### src/rtl/ws2812_pkg.sv
// ws2812_pkg -- shared types and constants for the WS2812 transmitter.
//   state_t       : transmitter FSM states (IDLE, SEND, LATCH)
//   DEF_*         : default timing for a 50 MHz clock
//   PIXEL_W       : bits per LED word (green, red, blue bytes)
//   COLOR_ORDER   : byte order on the wire (GRB, MSB first)
//   pack_pixel()  : builds the on-wire word from the three colour bytes
package ws2812_pkg;

  typedef enum logic [1:0] {
    ST_IDLE  = 2'd0,
    ST_SEND  = 2'd1,
    ST_LATCH = 2'd2
  } state_t;

  // 50 MHz clock: 400 ns / 800 ns high, 1.26 us bit, 300 us latch gap.
  localparam int DEF_MAX_POS = 109;
  localparam int DEF_T0H     = 20;
  localparam int DEF_T1H     = 40;
  localparam int DEF_T_BIT   = 63;
  localparam int DEF_T_RESET = 15000;

  localparam int PIXEL_W = 24;

  typedef enum logic [0:0] {
    ORDER_GRB = 1'b0
  } color_order_t;

  localparam color_order_t COLOR_ORDER = ORDER_GRB;

  // WS2812 expects green first, then red, then blue.
  function automatic logic [PIXEL_W-1:0] pack_pixel(input logic [7:0] green,
                                                     input logic [7:0] red,
                                                     input logic [7:0] blue);
    return {green, red, blue};
  endfunction

endpackage

### src/rtl/ws2812_tx_if.sv
// ws2812_tx_if -- intensity bus between the screen manager and ws2812_tx.
//   start             : frame request (master -> slave)
//   led_num           : LED index whose colours are requested (slave -> master)
//   i_*_intensity     : colour bytes for led_num, combinational (master -> slave)
//   busy              : frame in progress (slave -> master)
//   frame_done        : one-cycle pulse on the last latch cycle (slave -> master)
// The transmitter uses the slave modport; the screen manager the master one.
interface ws2812_tx_if #(
  parameter int MAX_POS = ws2812_pkg::DEF_MAX_POS
) ();
  localparam int LED_W = $clog2(MAX_POS);

  logic             start;
  logic [LED_W-1:0] led_num;
  logic [7:0]       i_green_intensity;
  logic [7:0]       i_red_intensity;
  logic [7:0]       i_blue_intensity;
  logic             busy;
  logic             frame_done;

  modport master (
    output start,
    output i_green_intensity,
    output i_red_intensity,
    output i_blue_intensity,
    input  led_num,
    input  busy,
    input  frame_done
  );

  modport slave (
    input  start,
    input  i_green_intensity,
    input  i_red_intensity,
    input  i_blue_intensity,
    output led_num,
    output busy,
    output frame_done
  );
endinterface

### src/rtl/ws2812_bit_encoder.sv
// ws2812_bit_encoder -- NRZ pulse-width encoder for one WS2812 bit at a time.
//   clk, rst  : clock, synchronous active-high reset
//   load      : start a new bit on this edge (bit counter restarts at 0)
//   bit_value : value of the bit being loaded
//   dout      : registered data line, high for T1H (1) or T0H (0) cycles
//   bit_end   : high on the last counter cycle (T_BIT-1) of the current bit
// If bit_end is not answered with load, the encoder goes quiet (dout low).
module ws2812_bit_encoder #(
  parameter int T0H   = ws2812_pkg::DEF_T0H,
  parameter int T1H   = ws2812_pkg::DEF_T1H,
  parameter int T_BIT = ws2812_pkg::DEF_T_BIT
) (
  input  logic clk,
  input  logic rst,
  input  logic load,
  input  logic bit_value,
  output logic dout,
  output logic bit_end
);
  localparam int CNT_W = $clog2(T_BIT);

  logic [CNT_W-1:0] cnt_q;
  logic [CNT_W-1:0] cnt_inc;
  logic             bit_q;
  logic             active_q;

  // Never evaluated on the last cycle of a bit, so it cannot exceed T_BIT-1.
  assign cnt_inc = cnt_q + CNT_W'(1);
  assign bit_end = active_q && (cnt_q == CNT_W'(T_BIT - 1));

  // dout is computed from the counter value it will be shown with, so the
  // line is registered yet exactly aligned with the counter.
  always_ff @(posedge clk) begin
    // NOTE: non-blocking assignments keep every register reading the
    // pre-edge values of the others, whatever the statement order.
    if (rst) begin
      // NOTE: all state is reset, not just control, so the data line is low
      // and the counter is at 0 from the first edge after reset.
      cnt_q    <= '0;
      bit_q    <= 1'b0;
      active_q <= 1'b0;
      dout     <= 1'b0;
    end else if (load) begin
      cnt_q    <= '0;
      bit_q    <= bit_value;
      active_q <= 1'b1;
      dout     <= 1'b1;  // both encodings start high since T0H > 0
    end else if (bit_end) begin
      cnt_q    <= '0;
      active_q <= 1'b0;
      dout     <= 1'b0;
    end else if (active_q) begin
      cnt_q <= cnt_inc;
      dout  <= cnt_inc < (bit_q ? CNT_W'(T1H) : CNT_W'(T0H));
    end
  end

endmodule

### src/rtl/ws2812_tx.sv
// ws2812_tx -- WS2812 single-wire transmitter for an LED strip.
//   clk, rst : clock, synchronous active-high reset
//   bus      : ws2812_tx_if.slave (start, led_num, colour bytes, busy,
//              frame_done)
//   dout     : registered WS2812 data line
// Shifts MAX_POS pixels out GRB, MSB first, then holds the line low for
// T_RESET cycles. led_num always points one pixel ahead of the pixel on the
// wire, so the screens get a whole pixel time to settle each word.
// Build option: WS2812_AUTO_REFRESH_EN -- frames run back to back from the
// first cycle after reset and start is ignored.
module ws2812_tx
  import ws2812_pkg::*;
#(
  parameter int MAX_POS = DEF_MAX_POS,
  parameter int T0H     = DEF_T0H,
  parameter int T1H     = DEF_T1H,
  parameter int T_BIT   = DEF_T_BIT,
  parameter int T_RESET = DEF_T_RESET
) (
  input  logic clk,
  input  logic rst,
  ws2812_tx_if.slave bus,
  output logic dout
);
  localparam int LED_W = $clog2(MAX_POS);
  localparam int LAT_W = $clog2(T_RESET);
  localparam int IDX_W = $clog2(PIXEL_W);

  state_t               state_q, state_d;
  logic [PIXEL_W-2:0]   rest_q;     // bits still to send after the current one
  logic [IDX_W-1:0]     bit_idx_q;  // index of the bit on the wire, 23..0
  logic [LED_W-1:0]     led_q;
  logic                 last_q;     // pixel on the wire is LED MAX_POS-1
  logic [LAT_W-1:0]     latch_q;

  logic [PIXEL_W-1:0]   pixel_in;
  logic                 go;
  logic                 capture;
  logic                 shift;
  logic                 latch_last;
  logic                 enc_load;
  logic                 enc_bit;
  logic                 bit_end;

  assign pixel_in   = pack_pixel(bus.i_green_intensity, bus.i_red_intensity,
                                 bus.i_blue_intensity);
  assign latch_last = (latch_q == LAT_W'(T_RESET - 1));

`ifdef WS2812_AUTO_REFRESH_EN
  assign go = 1'b1;
`else
  assign go = bus.start;
`endif

  always_ff @(posedge clk) begin
    if (rst) state_q <= ST_IDLE;
    else     state_q <= state_d;
  end

  always_comb begin
    // NOTE: every output of this block gets a default before the case, so
    // no path leaves a signal unassigned and no latch is inferred.
    state_d = state_q;
    capture = 1'b0;
    shift   = 1'b0;
    unique case (state_q)
      ST_IDLE: begin
        if (go) begin
          state_d = ST_SEND;
          capture = 1'b1;
        end
      end
      ST_SEND: begin
        if (bit_end) begin
          if (bit_idx_q != '0) shift = 1'b1;
          else if (!last_q)    capture = 1'b1;
          else                 state_d = ST_LATCH;
        end
      end
      ST_LATCH: begin
        if (latch_last) begin
`ifdef WS2812_AUTO_REFRESH_EN
          state_d = ST_SEND;
          capture = 1'b1;  // led_num has already wrapped to 0
`else
          state_d = ST_IDLE;
`endif
        end
      end
      default: state_d = ST_IDLE;
    endcase
  end

  // A capture or shift always restarts the encoder with the next MSB.
  assign enc_load = capture | shift;
  assign enc_bit  = capture ? pixel_in[PIXEL_W-1] : rest_q[PIXEL_W-2];

  always_ff @(posedge clk) begin
    if (rst) begin
      rest_q    <= '0;
      bit_idx_q <= '0;
      led_q     <= '0;
      last_q    <= 1'b0;
      latch_q   <= '0;
    end else begin
      if (capture) begin
        rest_q    <= pixel_in[PIXEL_W-2:0];
        bit_idx_q <= IDX_W'(PIXEL_W - 1);
        last_q    <= (led_q == LED_W'(MAX_POS - 1));
        led_q     <= (led_q == LED_W'(MAX_POS - 1)) ? '0 : led_q + LED_W'(1);
      end else if (shift) begin
        rest_q    <= {rest_q[PIXEL_W-3:0], 1'b0};
        bit_idx_q <= bit_idx_q - IDX_W'(1);
      end
      // Holds 0 outside LATCH, so it is ready the moment LATCH is entered.
      latch_q <= (state_q == ST_LATCH && !latch_last) ? latch_q + LAT_W'(1) : '0;
    end
  end

  ws2812_bit_encoder #(
    .T0H  (T0H),
    .T1H  (T1H),
    .T_BIT(T_BIT)
  ) u_encoder (
    .clk      (clk),
    .rst      (rst),
    .load     (enc_load),
    .bit_value(enc_bit),
    .dout     (dout),
    .bit_end  (bit_end)
  );

  assign bus.led_num    = led_q;
  assign bus.busy       = (state_q != ST_IDLE);
  assign bus.frame_done = (state_q == ST_LATCH) && latch_last;

endmodule

### src/flat_wrapper.sv
// flat-port wrapper written by rule: the top's interface ports become plain ports
module ws2812_tx_flat import ws2812_pkg::*;
#(
  parameter int MAX_POS = DEF_MAX_POS,
  parameter int T0H     = DEF_T0H,
  parameter int T1H     = DEF_T1H,
  parameter int T_BIT   = DEF_T_BIT,
  parameter int T_RESET = DEF_T_RESET
)
  (clk, rst, dout, bus_start, bus_i_green_intensity, bus_i_red_intensity, bus_i_blue_intensity, bus_led_num, bus_busy, bus_frame_done);
  ws2812_tx_if #(.MAX_POS(MAX_POS)) bus_i ();
  input  logic clk;
  input  logic rst;
  output logic dout;
  input wire logic [$bits(bus_i.start)-1:0] bus_start;
  input wire logic [$bits(bus_i.i_green_intensity)-1:0] bus_i_green_intensity;
  input wire logic [$bits(bus_i.i_red_intensity)-1:0] bus_i_red_intensity;
  input wire logic [$bits(bus_i.i_blue_intensity)-1:0] bus_i_blue_intensity;
  output wire logic [$bits(bus_i.led_num)-1:0] bus_led_num;
  output wire logic [$bits(bus_i.busy)-1:0] bus_busy;
  output wire logic [$bits(bus_i.frame_done)-1:0] bus_frame_done;
  assign bus_i.start = bus_start;
  assign bus_i.i_green_intensity = bus_i_green_intensity;
  assign bus_i.i_red_intensity = bus_i_red_intensity;
  assign bus_i.i_blue_intensity = bus_i_blue_intensity;
  assign bus_led_num = bus_i.led_num;
  assign bus_busy = bus_i.busy;
  assign bus_frame_done = bus_i.frame_done;
  ws2812_tx #(.MAX_POS(MAX_POS), .T0H(T0H), .T1H(T1H), .T_BIT(T_BIT), .T_RESET(T_RESET)) u_core (.clk(clk), .rst(rst), .bus(bus_i), .dout(dout));
endmodule
### config.mk
export PLATFORM = sky130hd
export DESIGN_NAME = ws2812_tx_flat
export DESIGN_NICKNAME = d
export VERILOG_FILES = /design/src/rtl/ws2812_pkg.sv /design/src/rtl/ws2812_tx_if.sv /design/src/rtl/ws2812_bit_encoder.sv /design/src/rtl/ws2812_tx.sv /design/src/flat_wrapper.sv
export SDC_FILE = /design/constraint.sdc
export NUM_CORES = 1
export LEC_CHECK = 0
export CAP_MARGIN = 40
export CORE_ASPECT_RATIO = 0.9
export CORE_UTILIZATION = 59
export DETAILED_ROUTE_END_ITERATION = 16
export HOLD_SLACK_MARGIN = 0.12
export PLACE_DENSITY = 0.84
export REMOVE_ABC_BUFFERS = 1
export SETUP_SLACK_MARGIN = 0.1
export SYNTH_ARGS = -nofsm -noshare
export SYNTH_HDL_FRONTEND = slang
export SYNTH_HIERARCHICAL = 1
export SYNTH_SLANG_ARGS = --single-unit
### constraint.sdc
create_clock -name clk -period 6.9 [get_ports clk]
set_clock_uncertainty 0.15 [all_clocks]
set_input_delay 1.38 -clock clk [delete_from_list [all_inputs] [get_ports clk]]
set_output_delay 1.38 -clock clk [all_outputs]
set_load 0.02 [all_outputs]
==> metrics.txt <==
# TYPE chip_impl_metric gauge
chip_impl_info{name="run_status",value="completed"} 1
chip_impl_info{name="critPathCaptureType",value="output pin"} 1
chip_impl_info{name="crit_path_cell_trace",value="ha_1, and3_1, nand4_1, nor2_1, clkdlybuf4s50_1"} 1
chip_impl_metric{name="initial_core_util",unit="%"} 63.1
chip_impl_metric{name="groute.usage.overall",unit="%"} 24.0
chip_impl_metric{name="final_core_utilization",unit="%"} 76.2
chip_impl_metric{name="final_period_minus_worst_setup_slack",unit="ns"} 3.58
chip_impl_metric{name="drive_gt1_share",unit="%"} 5.34
chip_impl_metric{name="final_nets",unit=""} 424
chip_impl_metric{name="critical-path-max-stage-delay",unit="ns"} 0.61
chip_impl_metric{name="area_growth",unit="%"} 20.8
chip_impl_metric{name="die_w",unit="microns"} 75.7
chip_impl_metric{name="ff2ff_path_depth",unit=""} 8
chip_impl_info{name="root_buffer_master",value="sky130_fd_sc_hd__clkbuf_8"} 1
chip_impl_metric{name="ff_latch_area",unit="sq mm"} 0.00122
chip_impl_metric{name="cts-htree-levels",unit=""} 3
chip_impl_metric{name="detailedPlacementHpwl",unit="microns"} 3730
chip_impl_info{name="rsz0062_at_grt",value="no"} 1
chip_impl_metric{name="gp_routability_congestion",unit=""} 0.785
chip_impl_metric{name="max-cap-violations",unit=""} 0
chip_impl_info{name="worst_path_max_delay_cell",value="sky130_fd_sc_hd__clkdlybuf4s50_1"} 1
chip_impl_metric{name="tightest_slew",unit="ns"} 0.818
chip_impl_metric{name="ctsResizeCount",unit=""} 0
chip_impl_metric{name="worst_skew_pair.late_latency",unit="ns"} 0.33
chip_impl_metric{name="synth_seq_area_share",unit="%"} 42.3
chip_impl_metric{name="cell_area_after_technology_mapping",unit="sq mm"} 0.00289
chip_impl_metric{name="cts.repair_timing.setup_buffer_count",unit=""} 0
chip_impl_metric{name="floorplan.io_pins",unit=""} 37
chip_impl_metric{name="synth.avg_cell_area",unit="sq um"} 8.09
chip_impl_metric{name="area_of_combinational_cells_with_multiple_inputs",unit="sq mm"} 0.00154
chip_impl_metric{name="maximum_fanout_along_the_worst_path",unit=""} 4
chip_impl_metric{name="detailroute.via_count",unit=""} 2545
chip_impl_metric{name="synth_cell_types",unit=""} 42
chip_impl_metric{name="num_cts_buffers",unit=""} 9
chip_impl_metric{name="detailedRoute.firstIterationViolations",unit=""} 94
chip_impl_metric{name="final.fill_count",unit=""} 350
chip_impl_metric{name="antenna_violating_nets_left",unit=""} 0
chip_impl_metric{name="fmaxAchievable",unit="GHz"} 0.279
chip_impl_metric{name="via_count_of_the_first_global_routing_pass",unit=""} 2215
chip_impl_metric{name="die_height",unit="microns"} 68.4
chip_impl_metric{name="globalRoute.totalOverflow",unit=""} 0
chip_impl_metric{name="ys.warnings.count",unit=""} 6
chip_impl_metric{name="detailedRoute.firstPassIterationCount",unit=""} 4
chip_impl_metric{name="number_of_enable_type_register_cells_in_the_synthesized_netlist",unit=""} 0
chip_impl_info{name="clock_tree_from_tritoncts",value="done"} 1
chip_impl_metric{name="timing.max_slew.rel_slack",unit="%"} 45.3
chip_impl_info{name="worst-setup-path-type",value="flip-flop to output pin"} 1
chip_impl_metric{name="report.final.slew_viol_count",unit=""} 0
chip_impl_metric{name="io_buffers",unit=""} 36
chip_impl_metric{name="wl_per_cell",unit="microns"} 12.7
chip_impl_metric{name="vias_per_cell",unit=""} 5.59
chip_impl_metric{name="routed_wire_length",unit="microns"} 5760
chip_impl_metric{name="clockBufferDepth",unit=""} 2
chip_impl_metric{name="report.final.setup_viol",unit=""} 0
chip_impl_info{name="post_synth_main_area_contributors",value="sky130_fd_sc_hd__dfxtp_1, sky130_fd_sc_hd__nor2_1, sky130_fd_sc_hd__a21oi_1"} 1
chip_impl_metric{name="post-route-drc-count",unit=""} 0
chip_impl_metric{name="fin_tns_setup",unit="ns"} 0
chip_impl_metric{name="ctsHoldBuffers",unit=""} 0
chip_impl_metric{name="grt_antenna_before_repair",unit=""} 0
chip_impl_metric{name="synth_register_bits",unit=""} 61
chip_impl_metric{name="synth.top_cell.area_share",unit="%"} 42.3
chip_impl_metric{name="cts.reportedPaths.clkPinSlew",unit="ns"} 0.07
chip_impl_metric{name="hold_viol",unit=""} 0
chip_impl_metric{name="syn-instance-count",unit=""} 357
chip_impl_metric{name="ys_async_sr_fraction",unit="%"} 0
chip_impl_metric{name="grt_start_max_net_pins",unit=""} 45
chip_impl_metric{name="power.density_cell_area",unit="mW/mm^2"} 228
chip_impl_metric{name="row_count",unit=""} 23
chip_impl_metric{name="clk_sinks",unit=""} 61
chip_impl_metric{name="final.period_utilization",unit="%"} 51.9
chip_impl_info{name="synth-main-ff-cell",value="sky130_fd_sc_hd__dfxtp_1"} 1
chip_impl_metric{name="global_route_wire_length_before_repair",unit="microns"} 9340
chip_impl_info{name="startpoint_type",value="flip-flop"} 1
chip_impl_metric{name="fp.coreArea",unit="sq mm"} 0.00458
chip_impl_info{name="hold_class",value="flip-flop to flip-flop"} 1
chip_impl_metric{name="fp.dieArea",unit="sq mm"} 0.00518
chip_impl_info{name="synth_area_leader_cell",value="sky130_fd_sc_hd__dfxtp_1"} 1
chip_impl_metric{name="data_arrival_time_of_the_worst_path",unit="ns"} 2.05
chip_impl_metric{name="leakagePower",unit="nW"} 1.24
chip_impl_metric{name="insertedDiodeCount",unit=""} 0
chip_impl_metric{name="worstHoldPathCells",unit=""} 2
chip_impl_metric{name="power.ir.vdd_worst",unit="mV"} 0.170
chip_impl_metric{name="worst_ep_required_time",unit="ns"} 5.37
## final cells by class
cell class | instances | share of cell area, %
repair buffers | 40 | 11.4
flip-flops and latches | 61 | 35.0
clock buffers | 11 | 3.77
multi-input cells | 265 | 44.3
clock inverters | 5 | 2.15
well taps | 62 | 2.22
inverters | 11 | 1.18
## kinds of logic after synthesis
logic type / after synthesis / share of synthesized area [%]
xor gates and xnor gates: 23 / 6.98
AOI/OAI and AO/OA: 79 / 17.0
adders and majority gates: 9 / 3.90
DFF: 61 / 42.3
and+or+nand+nor: 153 / 24.9
buffers and inverters: 31 / 4.59
muxes: 1 / 0.347
## critical path, delay by kind of cell (launching register included)
family	cells	cell delay, ns
and+or+nand+nor	3	0.51
adders and majority gates	1	0.23
DFF	1	0.38
buffers and inverters	1	0.61
## path summary, 6_finish.rpt
| kind | start | endpoint | slack, ns |
|---|---|---|---|
| max | u_core/latch_q[0]$_SDFF_PP0_ | bus_frame_done | 3.32 |
| min | u_core/rest_q[5]$_SDFFE_PP0P_ | u_core/rest_q[5]$_SDFFE_PP0P_ | 0.31 |
| max reg2reg | u_core/bit_idx_q[0]$_SDFFE_PP0P_ | u_core/u_encoder/cnt_q[1]$_SDFFE_PP0P_ | 3.84 |
| min reg2reg | u_core/rest_q[5]$_SDFFE_PP0P_ | u_core/rest_q[5]$_SDFFE_PP0P_ | 0.31 |
## synthesized netlist by cell type, drive strengths merged (2+ instances only)
cell type and n:
dfxtp 61, nor2 54, nand2 42, a21oi 38, a211oi 23, nand3 16
xnor2 15, clkbuf 13, inv 11, ha 9, nor3 9, o21ai 8
xor2 8, buf 7, nand4 6, and3 4, nand2b 3, nand3b 3
or3 3, a31oi 2, nor4 2, nor4b 2, o32ai 2, or4 2
## power breakdown
group          leakage, nW  switching, mW  internal (mW)
clock network        0.107          0.129          0.202
registers            0.499         0.0134          0.370
logic                0.632         0.0414         0.0407
total                 1.24          0.184          0.612
## placed cells by master (no fill, tap or decap), types with 2 or more instances in the layout
| cell | n |
|---|---|
| sky130_fd_sc_hd__nor3_1 | 9 |
| sky130_fd_sc_hd__inv_1 | 11 |
| sky130_fd_sc_hd__dfxtp_1 | 61 |
| sky130_fd_sc_hd__or3_1 | 3 |
| sky130_fd_sc_hd__nor4_1 | 2 |
| sky130_fd_sc_hd__nand3_1 | 16 |
| sky130_fd_sc_hd__xor2_1 | 8 |
| sky130_fd_sc_hd__buf_4 | 3 |
| sky130_fd_sc_hd__ha_1 | 9 |
| sky130_fd_sc_hd__clkinv_2 | 3 |
| sky130_fd_sc_hd__a31oi_1 | 2 |
| sky130_fd_sc_hd__a21oi_1 | 38 |
| sky130_fd_sc_hd__and3_1 | 4 |
| sky130_fd_sc_hd__clkdlybuf4s50_1 | 36 |
| sky130_fd_sc_hd__clkbuf_8 | 9 |
| sky130_fd_sc_hd__nand4_1 | 5 |
| sky130_fd_sc_hd__o21ai_0 | 7 |
| sky130_fd_sc_hd__xnor2_1 | 15 |
| sky130_fd_sc_hd__bufinv_16 | 2 |
| sky130_fd_sc_hd__or4_1 | 2 |
| sky130_fd_sc_hd__clkbuf_1 | 2 |
| sky130_fd_sc_hd__nand2_1 | 42 |
| sky130_fd_sc_hd__nand3b_1 | 3 |
| sky130_fd_sc_hd__nand2b_1 | 3 |
| sky130_fd_sc_hd__nor4b_1 | 2 |
| sky130_fd_sc_hd__a211oi_1 | 23 |
| sky130_fd_sc_hd__nor2_1 | 54 |
## state kept, by name, summed over array words and instances, names as in the netlist, 2 cells and up
name,count
u_core/u_encoder/cnt_q,6
u_core/state_q,2
u_core/bus.led_num,7
u_core/latch_q,14
u_core/rest_q,23
u_core/bit_idx_q,5
## through the flow
step	worst slack [ns]	power, mW	std cells	area, sq um	hold slack, ns
after floorplan	3.71	0.434	337	2800	0.280
after CTS	3.30	0.803	455	3490	0.310
after global placement	3.46	0.468	438	3270	0.295
final	3.32	0.796	455	3490	0.310
after global routing	3.10	0.830	455	3490	0.332
after detailed placement	3.34	0.472	439	3280	0.299
## layer usage
layer	GRT usage (%)	wire (microns)	up-vias
li1	-	-	1305
met1	28.8	2670	1180
met2	39.3	2810	54
met3	8.25	231	6
met4	9.49	48	0
met5	0	0	-
(Power assumes the default switching activity.)
